<file path="src/rtl/serial_pattern_tx.sv">
// Serial pattern transmitter: shifts a selected pattern out MSB-first,
// optionally repeated with zero-filled gaps, as a detector stimulus source.
module serial_pattern_tx #(
    parameter int GAP_CYCLES = 2,
    parameter int CNT_W      = 4
) (
    input  logic             clk,
    input  logic             rst,
    input  logic             req_valid,
    output logic             req_ready,
    input  logic [1:0]       req_sel,
    input  logic [7:0]       req_custom,
    input  logic [CNT_W-1:0] req_rpt,
    output logic             ser_out,
    output logic             ser_en,
    output logic             busy,
    output logic             done
);

    localparam int GAP_W = (GAP_CYCLES > 1) ? $clog2(GAP_CYCLES) : 1;

    typedef enum logic [1:0] {
        IDLE,
        SHIFT,
        GAP,
        DONE
    } state_t;

    state_t state, state_nxt;

    logic [7:0]       sreg, sreg_nxt;
    logic [7:0]       pat_q, pat_nxt;
    logic [2:0]       bit_cnt, bit_nxt;
    logic [2:0]       len_q, len_nxt;
    logic [CNT_W-1:0] rpt_cnt, rpt_nxt;
    logic [GAP_W-1:0] gap_cnt, gap_nxt;
    logic [7:0]       sel_pat;
    logic [2:0]       sel_len;

    // Left-align the requested pattern; length is stored as bits minus one
    always_comb begin
        sel_pat = req_custom;
        sel_len = 3'd7;
        unique case (req_sel)
            2'd0: begin sel_pat = 8'hC0; sel_len = 3'd1; end
            2'd1: begin sel_pat = 8'hA0; sel_len = 3'd2; end
            2'd2: begin sel_pat = 8'hB0; sel_len = 3'd3; end
            2'd3: begin sel_pat = req_custom; sel_len = 3'd7; end
        endcase
    end

    // State register
    always_ff @(posedge clk) begin
        if (rst) state <= IDLE;
        else     state <= state_nxt;
    end

    // Datapath registers: shifter, captured pattern and counters
    always_ff @(posedge clk) begin
        if (rst) begin
            sreg    <= '0;
            pat_q   <= '0;
            bit_cnt <= '0;
            len_q   <= '0;
            rpt_cnt <= '0;
            gap_cnt <= '0;
        end else begin
            sreg    <= sreg_nxt;
            pat_q   <= pat_nxt;
            bit_cnt <= bit_nxt;
            len_q   <= len_nxt;
            rpt_cnt <= rpt_nxt;
            gap_cnt <= gap_nxt;
        end
    end

    // Next-state and datapath update
    always_comb begin
        state_nxt = state;
        sreg_nxt  = sreg;
        pat_nxt   = pat_q;
        bit_nxt   = bit_cnt;
        len_nxt   = len_q;
        rpt_nxt   = rpt_cnt;
        gap_nxt   = gap_cnt;
        unique case (state)
            IDLE: begin
                if (req_valid) begin
                    state_nxt = SHIFT;
                    pat_nxt   = sel_pat;
                    len_nxt   = sel_len;
                    sreg_nxt  = sel_pat;
                    bit_nxt   = sel_len;
                    rpt_nxt   = req_rpt;
                end
            end
            SHIFT: begin
                if (bit_cnt != 3'd0) begin
                    sreg_nxt = {sreg[6:0], 1'b0};
                    bit_nxt  = bit_cnt - 3'd1;
                end else if (rpt_cnt != '0) begin
                    rpt_nxt = rpt_cnt - CNT_W'(1);
                    if (GAP_CYCLES > 0) begin
                        state_nxt = GAP;
                        gap_nxt   = GAP_W'(GAP_CYCLES - 1);
                    end else begin
                        sreg_nxt = pat_q;
                        bit_nxt  = len_q;
                    end
                end else begin
                    state_nxt = DONE;
                end
            end
            GAP: begin
                if (gap_cnt == '0) begin
                    state_nxt = SHIFT;
                    sreg_nxt  = pat_q;
                    bit_nxt   = len_q;
                end else begin
                    gap_nxt = gap_cnt - GAP_W'(1);
                end
            end
            DONE: begin
                state_nxt = IDLE;
            end
        endcase
    end

    assign req_ready = (state == IDLE);
    assign busy      = (state != IDLE);
    assign done      = (state == DONE);
    assign ser_en    = (state == SHIFT);
    assign ser_out   = (state == SHIFT) & sreg[7];

endmodule

</file>
<file path="config.mk">
export PLATFORM = sky130hd
export DESIGN_NAME = serial_pattern_tx
export DESIGN_NICKNAME = d
export VERILOG_FILES = /design/src/rtl/serial_pattern_tx.sv
export SDC_FILE = /design/constraint.sdc
export NUM_CORES = 1
export LEC_CHECK = 0
export ABC_AREA = 1
export CAP_MARGIN = 20
export CORE_ASPECT_RATIO = 1.1
export CORE_MARGIN = 5
export CORE_UTILIZATION = 50
export DETAILED_ROUTE_END_ITERATION = 10
export HOLD_SLACK_MARGIN = 0.05
export PLACE_DENSITY = 0.74
export SYNTH_ARGS = -nofsm -noshare
export SYNTH_HDL_FRONTEND = slang
export SYNTH_SLANG_ARGS = --single-unit
</file>
<file path="constraint.sdc">
create_clock -name clk -period 2 [get_ports clk]
set_input_delay 0.4 -clock clk [delete_from_list [all_inputs] [get_ports clk]]
set_output_delay 0.4 -clock clk [all_outputs]
set_load 0.01 [all_outputs]
</file>
### After elaboration in Yosys (flattened, before gate mapping)

Index checks and enable logic that the tools add are counted.

* RAM bits: 0
* register bits: 29
* logic and storage cells: 58
* memories: 0
* output and inout port bits: 5
* input bits: 17
* latch bits: 0
* ROM bits: 0

* add/sub/neg operators: 3
* bitwise operators: 1
* reductions and logical operators: 13
* divide/modulo/power cells: 0
* $lt $le $gt $ge: 0
* equal/unequal tests: 11
* multiplexer cells: 23
* multipliers: 0
* shift-type cells: 0

Operators with widths (number)
* 8-bit one-hot mux with 4 select lines: 1
* 8-bit 2-to-1 mux: 3
* 8-bit one-hot mux with 3 select lines: 1
* 4-bit 2-to-1 mux: 3
* 3-bit one-hot mux with 4 select lines: 1
* 3-bit 2-to-1 mux: 3
* 3-bit one-hot mux with 3 select lines: 1
* 2-bit == test, second input constant: 4
* 2-bit one-hot mux with 4 select lines: 1
* 4-bit one-hot mux with 2 select lines: 1
* 4-bit AND reduction: 2
* 2-bit 2-to-1 mux: 3
* 2-bit != test, second input constant: 3
* 3-bit AND reduction: 2
* 2-bit nonzero test: 3
* 3-bit nonzero test: 2
* 2-bit by 1-bit == test with 1-bit output, second input constant: 2
* 2-bit logical NOT: 2
* 1-bit 2-to-1 mux: 4
* 2-bit by 1-bit != test with 1-bit output, second input constant: 2
* 4-bit nonzero test: 1
* 4-bit by 1-bit subtractor with 4-bit output, second input constant: 1
* 3-bit by 1-bit subtractor with 3-bit output, second input constant: 1
* 1-bit one-hot mux with 2 select lines: 1
* 3 further kinds: 3

### Logic depth before layout (Yosys ltp)

Gate-level depths: netlist of run 1.

* word-level depth: 4
* gate-level depth with buffers: 11
* mapped depth without buffers: 10

### Least setup slack after synthesis of run 1

No wires, ideal clock.

* path kind: register to register
* from: reg state[0]
* to: reg sreg[6]
* buffers on the path: 1
* setup slack: 0.533 ns
* clock period less this slack: 1.467 ns
* stages on the path, launching flop included: 10
* required time: 1.883 ns
* arrival time: 1.350 ns
* setup time: 0.117 ns
* path through: dfxtp_1 -> inv_1 -> ha_1 -> buf_4 -> nand2_1 -> inv_2 -> a22oi_1 -> nand2_1 -> nor2_1 -> nor2_1

* word-level cells in the longest chain between the ends: 3
* elaborated cells on any way between the ends: 9
* those cells by class: eq/ne: 5; mux: 1; reduce/logical: 3

Ends and longest elaborated chain
* from (decl): line 29 `state_t state, state_nxt;`
* from (signal assigned): line 55 `else state <= state_nxt;`
* 2-bit by 1-bit == test with 1-bit output (tied with other cells): line 86 `unique case (state)`
* 2-bit by 1-bit != test with 1-bit output (no line) (tied with other cells)
* 4-bit AND reduction (no line)
* to (signal assigned): line 68 `sreg <= sreg_nxt;`
* to (decl): line 31 `logic [7:0] sreg, sreg_nxt;`

Parallel ways exist; a longest one is shown, timed or not.
A chain may end at the register's enable or synchronous reset.

### Worst setup path after layout of run 1

* from: reg state[1]
* to: out req_ready

* word-level cells in the longest chain between the ends: 1

Ends and longest elaborated chain
* 2-bit logical NOT: line 129 `assign req_ready = (state == IDLE);`
* to (decl): line 10 `output logic req_ready,`

No other way between the ends.

==> impl_metrics.env, run 1 <==
export IMPL_netlist_area_um2=1540
export IMPL_fmax_mhz=516
export IMPL_initial_core_util_pct=51.1
export IMPL_cp_end_kind="primary output"
export IMPL_hold_viol=0
export IMPL_nFillCells=293
export IMPL_finalCriticalPeriod_ps=1940
export IMPL_placed_cell_area_um2=1770
export IMPL_clk_latency_ps=330
export IMPL_pwr_density_cell_nw_per_um2=1450
export IMPL_syn_nets=237
export IMPL_cp_slowest_cell="clkdlybuf4s50_1"
export IMPL_setup_tns_ps=0
export IMPL_io_pin_count=22
export IMPL_power_mw=2.66
export IMPL_cts_sinks=29
export IMPL_portBuffers=21
export IMPL_hold_path_class="flip-flop to flip-flop"
export IMPL_core_um2=3020
export IMPL_worst_pin_slew_ps=450
export IMPL_cp_required_ps=1600
export IMPL_p_leak_nw=0.809
export IMPL_overflow=0
export IMPL_synth_area_leader_cell="dfxtp_1"
export IMPL_cp_max_fo=4
export IMPL_diodes=0
export IMPL_arrival_ps=1540
export IMPL_vias=1368
export IMPL_grt_max_degree=22
export IMPL_ant_nets=0
export IMPL_root_buffer="clkbuf_4"
export IMPL_finalSetupViolCount=0
export IMPL_dp_hpwl_um=2390
export IMPL_avgSynthCellArea_um2=7.24
export IMPL_clkSlewWorstSetupHoldPaths_ps=80
export IMPL_cts_tree="done"
export IMPL_crit_chain="inv_1 > ha_1 > clkdlybuf4s50_1"
export IMPL_dieArea_um2=4300
export IMPL_max_clock_path_buffers=2
export IMPL_crit_path_max_incr_delay_ps=540
export IMPL_drt_iter0_drc=117
export IMPL_run_status="complete, no violations"
export IMPL_ys_ff_latch=29
export IMPL_ys_top_cells_by_area="dfxtp_1 38%, a21oi_1 8.4%, nand2_1 7.3%"
export IMPL_die_w_um=63.0
export IMPL_holdWs_ps=457
export IMPL_yosys_warnings=0
export IMPL_ys_seq_area_share_pct=37.6
export IMPL_synth_top_area_share_pct=37.6
export IMPL_avgViaCountPerCell=5.05
export IMPL_rows=21
export IMPL_cts_buffers=5
export IMPL_synth_cells=213
export IMPL_rsz0062_at_grt="no"
export IMPL_drc_errors=0
export IMPL_critPathLaunchType="flip-flop"
export IMPL_maxCapViolations=0
export IMPL_pre_cts_ws_ps=209
export IMPL_antenna_found_initial=0
export IMPL_wirelength_um=3360
export IMPL_die_y_um=68.3
export IMPL_grt_pass1_vias=1279
export IMPL_drive_above_1_share_pct=15.2
export IMPL_fin_nets=261
export IMPL_fin_cells=271
export IMPL_ir_drop_v=0.000872
export IMPL_crit_type="flip-flop to primary output"
export IMPL_gp_congestion=0.813
export IMPL_post_route_period_util_pct=96.9
export IMPL_first_pass_iters=4
export IMPL_slew_headroom_pct=69.9
export IMPL_wire_per_inst_um=12.4
export IMPL_final_area_um2=1840
export IMPL_dp_cells=264
export IMPL_finalClockSkew_ps=4.98
export IMPL_maxSlewViolCount=0
export IMPL_ys_types=28
export IMPL_fin_ws_ps=62.4
export IMPL_syn2layout_area_growth_pct=19.0
export IMPL_fin_util_pct=60.7
export IMPL_grt_use_total_pct=17.1
export IMPL_htreeDepth=2
export IMPL_grt_pass1_wl_um=5690
area by class of cell:
type / count / area, µm² / area share (%)
inverter: 31 / 119 / 6.48
timing repair buffer: 25 / 238 / 13.0
clock buffer: 7 / 55.1 / 3.00
tap: 34 / 42.5 / 2.32
sequential: 29 / 583 / 31.8
multi-input combinational: 145 / 798 / 43.5
logic make-up (layout without fill, tap and decap cells):
| group | after synthesis | count (layout) | share of synthesized area (%) |
|---|---|---|---|
| buf+inv | 39 | 63 | 11.4 |
| fa+ha+maj | 7 | 7 | 5.68 |
| xor+xnor | 1 | 1 | 0.568 |
| flops | 29 | 29 | 37.6 |
| simple gates | 68 | 68 | 19.5 |
| compound gates | 69 | 69 | 25.2 |
sequential cells by signal, summed over array words and instances, names as in the netlist:
register,count
state,2
gap_cnt,1
bit_cnt,3
sreg,8
pat_q,8
rpt_cnt,4
len_q,3
layout by cell type, fill, tap and decap left out, types with 11 or more instances in the layout:
cell	synthesis	layout
a21oi_1	26	26
clkdlybuf4s50_1	0	19
dfxtp_1	29	27
inv_1	24	24
nand2_1	30	30
nor2_1	22	22
o21ai_0	15	15
o21ai_1	11	11
where the power goes:
part | internal [mW] | leakage (nW) | total, mW | switching, mW
registers | 0.789 | 0.240 | 0.925 | 0.136
clock network | 0.166 | 0.0314 | 0.368 | 0.203
logic | 0.534 | 0.537 | 1.37 | 0.833
total | 1.49 | 0.809 | 2.66 | 1.17
Yosys cell counts:
master / instances
o211ai_1: 1
a22oi_1: 6
clkbuf_2: 1
inv_4: 1
buf_4: 2
nor2_4: 2
inv_2: 6
or2_2: 1
xnor2_1: 1
nand3_1: 4
nor2_2: 3
nor2_1: 22
o22ai_1: 1
o21ai_0: 15
dfxtp_1: 29
buf_6: 2
inv_1: 24
o21ai_1: 11
nand2_2: 6
buf_2: 3
a21oi_1: 26
ha_1: 7
nand2_1: 30
a31oi_1: 2
o21a_1: 1
a21oi_2: 3
a211oi_1: 2
o21ai_2: 1
critical path, delay by kind of cell, from the launching register on:
kind	cells	cell delay (ps)
adder cells (fa/ha/maj)	1	210
buffers and inverters	2	650
flip-flops	1	340
routing by layer:
metal	vias to the layer above	part of all wire, %	GRT usage (%)
met3	7	5.9	4.27
met1	589	46	19.6
met2	30	46	29.0
li1	742	-	-
met5	-	0	0
met4	0	2.2	10.1
path summary, 6_finish.rpt:
check | startpoint | end | slack, ps | cells after the start
worst max register to register | state[0] | sreg[6] | 240 | 8
worst min register to register | len_q[1] | len_q[1] | 460 | 2
worst min-delay path | len_q[1] | len_q[1] | 460 | 2
worst max-delay path | state[1] | req_ready | 60 | 3
timing repair:
action                                  4_1_cts  5_1_grt
resized for setup                             6        0
hold buffers                                  0        0
hold endpoints to repair                      0        0
buffers inserted                              0        0
endpoints found under the setup margin        2        0
(Power assumes the default switching activity.)
==> run 2: changes to the inputs <==
--- a/config.mk
+++ b/config.mk
@@ -9,10 +9,10 @@
 export CAP_MARGIN = 20
 export CORE_ASPECT_RATIO = 1.1
 export CORE_MARGIN = 5
-export CORE_UTILIZATION = 50
+export CORE_UTILIZATION = 41
+export CTS_CLUSTER_DIAMETER = 150
 export DETAILED_ROUTE_END_ITERATION = 10
 export HOLD_SLACK_MARGIN = 0.05
-export PLACE_DENSITY = 0.74
 export SYNTH_ARGS = -nofsm -noshare
 export SYNTH_HDL_FRONTEND = slang
 export SYNTH_SLANG_ARGS = --single-unit
==> impl_metrics.env, run 2 (synthesized netlist as in run 1, its figures left out) <==
export IMPL_antenna_found_initial=0
export IMPL_htreeDepth=2
export IMPL_finalCriticalPeriod_ps=1910
export IMPL_cts_sinks=29
export IMPL_final_area_um2=1920
export IMPL_topRoutingLayerUsed="met4"
export IMPL_pwr_density_cell_nw_per_um2=1490
export IMPL_avgViaCountPerCell=4.76
export IMPL_clk_latency_ps=280
export IMPL_grt_max_degree=22
export IMPL_reg_largest_list="pat_q: 8 flops, sreg: 8 flops, rpt_cnt: 4 flops"
export IMPL_max_clock_path_buffers=2
export IMPL_r2r_cells=8
export IMPL_syn2layout_area_growth_pct=24.7
export IMPL_root_buffer="clkbuf_8"
export IMPL_cts_setup_buffers=0
export IMPL_grt_use_total_pct=15.8
export IMPL_ant_nets=0
export IMPL_maxCapViolations=0
export IMPL_die_w_um=68.5
export IMPL_maxSlewViolCount=0
export IMPL_endpoint="req_ready"
export IMPL_cts_buffers=5
export IMPL_cp_max_fo=4
export IMPL_cp_required_ps=1600
export IMPL_slew_headroom_pct=79.5
export IMPL_diodes=0
export IMPL_initial_core_util_pct=42.2
export IMPL_reg2reg_from="state[0]"
export IMPL_hold_viol=0
export IMPL_drc_errors=0
export IMPL_crit_path_max_incr_delay_ps=490
export IMPL_rrSetupSlack_ps=260
export IMPL_crit_chain="inv_1 > ha_1 > clkdlybuf4s50_1"
export IMPL_layout_common_cells="30 x nand2_1, 29 x dfxtp_1, 26 x a21oi_1"
export IMPL_cts_tree="done"
export IMPL_vias=1384
export IMPL_p_leak_nw=0.841
export IMPL_wirelength_um=3370
export IMPL_finalSetupViolCount=0
export IMPL_arrival_ps=1510
export IMPL_crit_type="flip-flop to primary output"
export IMPL_io_pin_count=22
export IMPL_wl_met2_um=1550
export IMPL_die_y_um=74.3
export IMPL_fin_util_pct=52.6
export IMPL_first_pass_iters=4
export IMPL_hp_start="pat_q[5]"
export IMPL_hold_path_class="flip-flop to flip-flop"
export IMPL_core_um2=3650
export IMPL_timing_rr_end="sreg[4]"
export IMPL_wire_per_inst_um=11.6
export IMPL_grt_pass1_vias=1369
export IMPL_run_status="complete, no violations"
export IMPL_final_common_cell="nand2_1"
export IMPL_dieArea_um2=5090
export IMPL_worst_pin_slew_ps=307
export IMPL_rows=23
export IMPL_ir_drop_v=0.000551
export IMPL_startpoint="state[0]"
export IMPL_dp_hpwl_um=2480
export IMPL_wl_met3_um=165
export IMPL_cp_end_kind="primary output"
export IMPL_grt_pass1_wl_um=6020
export IMPL_placed_cell_area_um2=1810
export IMPL_finalClockSkew_ps=2.65
export IMPL_cp_slowest_cell="clkdlybuf4s50_1"
export IMPL_met1Wirelength_um=1600
export IMPL_drive_above_1_share_pct=16.6
export IMPL_fmax_mhz=523
export IMPL_overflow=0
export IMPL_post_route_period_util_pct=95.5
export IMPL_fin_nets=264
export IMPL_gp_congestion=0.729
export IMPL_critPathLaunchType="flip-flop"
export IMPL_portBuffers=21
export IMPL_drt_iter0_drc=70
export IMPL_clkSlewWorstSetupHoldPaths_ps=60
==> run 2: what timing repair did <==
| item | in CTS | in global routing |
|---|---|---|
| hold buffers | 0 | 0 |
| setup endpoints to repair | 1 | 1 |
| resized for setup | 1 | 3 |
==> run 2: critical path: cells and delay by family, from the launching register on <==
family                   cells  cell delay [ps]
buffers and inverters        2              580
flip-flops                   1              420
adder cells (fa/ha/maj)      1              240
==> run 2: area by class of cell <==
cell class	instances	area, µm²
Sequential cell	29	581
Timing Repair Buffer	28	262
Tap cell	50	62.6
Multi-Input combinational cell	145	798
Clock buffer	7	96.3
Inverter	31	119
Clock inverter	1	5.00
Fill cell	382	1730
==> run 2: where the power goes <==
group | internal, mW | switching [mW] | leakage, nW
combinational | 0.581 | 0.832 | 0.548
sequential | 0.787 | 0.130 | 0.239
clock | 0.310 | 0.217 | 0.0542
==> run 2: worst min path at each step <==
stage	slack (ps)	endpoint	cells past startpoint
2_1_floorplan	430	len_q[1]	2
3_3_place_gp	440	len_q[1]	2
3_5_place_dp	450	len_q[1]	2
4_1_cts	460	len_q[1]	2
5_1_grt	480	len_q[1]	2
6_report	460	pat_q[5]	2
==> run 2: per-stage QoR <==
step	worst slack (ps)	hold WS, ps	setup TNS, ps	power (mW)	instances
2_1_floorplan	533	429	0	2.00	213
3_5_place_dp	275	450	0	2.34	283
6_report	89.6	459	0	2.86	291
3_3_place_gp	264	444	0	2.34	283
5_1_grt	-3.94	477	-3.94	3.15	291
4_1_cts	28.9	460	0	2.88	291
==> run 2: layer usage <==
layer | track usage, % | vias up
met2 | 25.8 | 25
met5 | 0 | -
met1 | 19.1 | 608
met3 | 4.68 | 5
li1 | - | 746
met4 | 6.62 | 0
==> run 3: changes to the inputs <==
--- a/config.mk
+++ b/config.mk
@@ -13,6 +13,8 @@
 export CTS_CLUSTER_DIAMETER = 150
 export DETAILED_ROUTE_END_ITERATION = 10
 export HOLD_SLACK_MARGIN = 0.05
+export PLACE_DENSITY_LB_ADDON = 0.05
+export REMOVE_ABC_BUFFERS = 1
 export SYNTH_ARGS = -nofsm -noshare
 export SYNTH_HDL_FRONTEND = slang
 export SYNTH_SLANG_ARGS = --single-unit
==> constraint.sdc (replaced) <==
create_clock -name clk -period 2.35 [get_ports clk]
set_input_delay 0.47 -clock clk [delete_from_list [all_inputs] [get_ports clk]]
set_output_delay 0.47 -clock clk [all_outputs]
set_load 0.01 [all_outputs]
==> impl_metrics.env, run 3 (synthesized netlist as in run 1, its figures left out) <==
export IMPL_avgViaCountPerCell=4.91
export IMPL_grt_pass1_vias=1430
export IMPL_pwr_density_cell_nw_per_um2=1260
export IMPL_finalClockSkew_ps=4.91
export IMPL_cp_max_fo=5
export IMPL_first_pass_iters=4
export IMPL_cts_buffers=5
export IMPL_grt_max_degree=22
export IMPL_diodes=0
export IMPL_slew_headroom_pct=60.6
export IMPL_postCtsHoldBufs=0
export IMPL_clkSlewWorstSetupHoldPaths_ps=60
export IMPL_cts_tree="done"
export IMPL_htreeDepth=2
export IMPL_hold_viol=0
export IMPL_ir_drop_v=0.000478
export IMPL_run_status="complete, no violations"
export IMPL_grt_pass1_wl_um=6200
export IMPL_grt_use_total_pct=16.2
export IMPL_syn2layout_area_growth_pct=20.8
export IMPL_wire_per_inst_um=12.2
export IMPL_cpLargestDelayFamily="buffers and inverters"
export IMPL_dieArea_um2=5090
export IMPL_reg_largest_list="pat_q: 8 flops, sreg: 8 flops, rpt_cnt: 4 flops"
export IMPL_clk_latency_ps=280
export IMPL_multi_input_area_um2=786
export IMPL_regArea_um2=581
export IMPL_maxCapViolations=0
export IMPL_final_common_cell="nand2_1"
export IMPL_arrival_ps=1680
export IMPL_layout_common_cells="30 x nand2_1, 29 x dfxtp_1, 26 x a21oi_1"
export IMPL_crit_path_max_incr_delay_ps=530
export IMPL_cts_sinks=29
export IMPL_io_pin_count=22
export IMPL_wirelength_um=3510
export IMPL_nFillCells=385
export IMPL_core_um2=3650
export IMPL_max_clock_path_buffers=2
export IMPL_critPathLaunchType="flip-flop"
export IMPL_cp_num_buf_inv=3
export IMPL_drt_iter0_drc=87
export IMPL_crit_type="flip-flop to primary output"
export IMPL_die_y_um=74.3
export IMPL_gp_congestion=0.836
export IMPL_postCtsResizedCells=0
export IMPL_overflow=0
export IMPL_dp_hpwl_um=2590
export IMPL_die_w_um=68.5
export IMPL_cp_required_ps=1880
export IMPL_rrSetupSlack_ps=530
export IMPL_post_route_period_util_pct=91.7
export IMPL_rsz0062_at_grt="no"
export IMPL_cp_slowest_cell="clkdlybuf4s50_1"
export IMPL_vias=1409
export IMPL_ant_nets=0
export IMPL_cts_setup_buffers=0
export IMPL_finalSetupViolCount=0
export IMPL_fin_util_pct=51.0
export IMPL_worst_pin_slew_ps=590
export IMPL_root_buffer="clkbuf_8"
export IMPL_finalCriticalPeriod_ps=2150
export IMPL_drc_errors=0
export IMPL_initial_core_util_pct=42.2
export IMPL_fmax_mhz=464
export IMPL_setup_tns_ps=0
export IMPL_maxSlewViolCount=0
export IMPL_cp_end_kind="primary output"
export IMPL_portBuffers=21
export IMPL_antenna_found_initial=0
export IMPL_p_leak_nw=0.809
export IMPL_hold_path_class="flip-flop to flip-flop"
export IMPL_drive_above_1_share_pct=13.9
export IMPL_fin_nets=260
export IMPL_crit_chain="inv_1 > ha_1 > nand2_1 > inv_1 > clkdlybuf4s50_1"
export IMPL_cpMostUsedCell="inv_1"
export IMPL_rows=23
-- run 3: final cells by class --
type | count | area share, %
multi-input combinational | 145 | 42.2
sequential | 29 | 31.2
timing repair buffer | 24 | 12.5
inverter | 31 | 6.38
clock buffer | 6 | 3.90
tap | 50 | 3.36
clock inverter | 2 | 0.537
-- run 3: tightest hold or removal path, stage by stage, from the launching register on --
cell and delay, ps:
dfxtp_1 290, inv_1 60, a21oi_1 60
-- run 3: worst paths after layout --
kind | startpoint | endpoint | depth (start not counted)
hold reg to reg | len_q[1] | len_q[1] | 2
setup / recovery | state[1] | ser_out | 5
setup reg to reg | state[1] | sreg[4] | 9
hold / removal | len_q[1] | len_q[1] | 2
-- run 3: metrics by stage --
stage	instance area (µm²)	cells	hold WS (ps)	power, mW	worst slack (ps)
4_1_cts	1860	287	475	2.37	186
2_1_floorplan	1490	205	431	1.62	764
6_report	1860	287	467	2.34	196
5_1_grt	1860	287	502	2.58	96.9
3_5_place_dp	1780	279	466	1.96	491
3_3_place_gp	1780	279	447	1.95	525
-- run 3: routing by layer --
| metal | vias to the layer above | GRT usage, % | wire length (µm) |
|---|---|---|---|
| li1 | 749 | - | - |
| met1 | 635 | 19.3 | 1640 |
| met2 | 18 | 27.3 | 1680 |
| met3 | 7 | 3.32 | 132 |
| met4 | 0 | 8.39 | 61 |
| met5 | - | 0 | 0 |
-- run 3: report_power, final --
part           switching [mW]  internal [mW]  leakage, nW
clock network           0.194          0.205       0.0450
registers               0.107          0.669        0.239
logic                   0.710          0.457        0.525
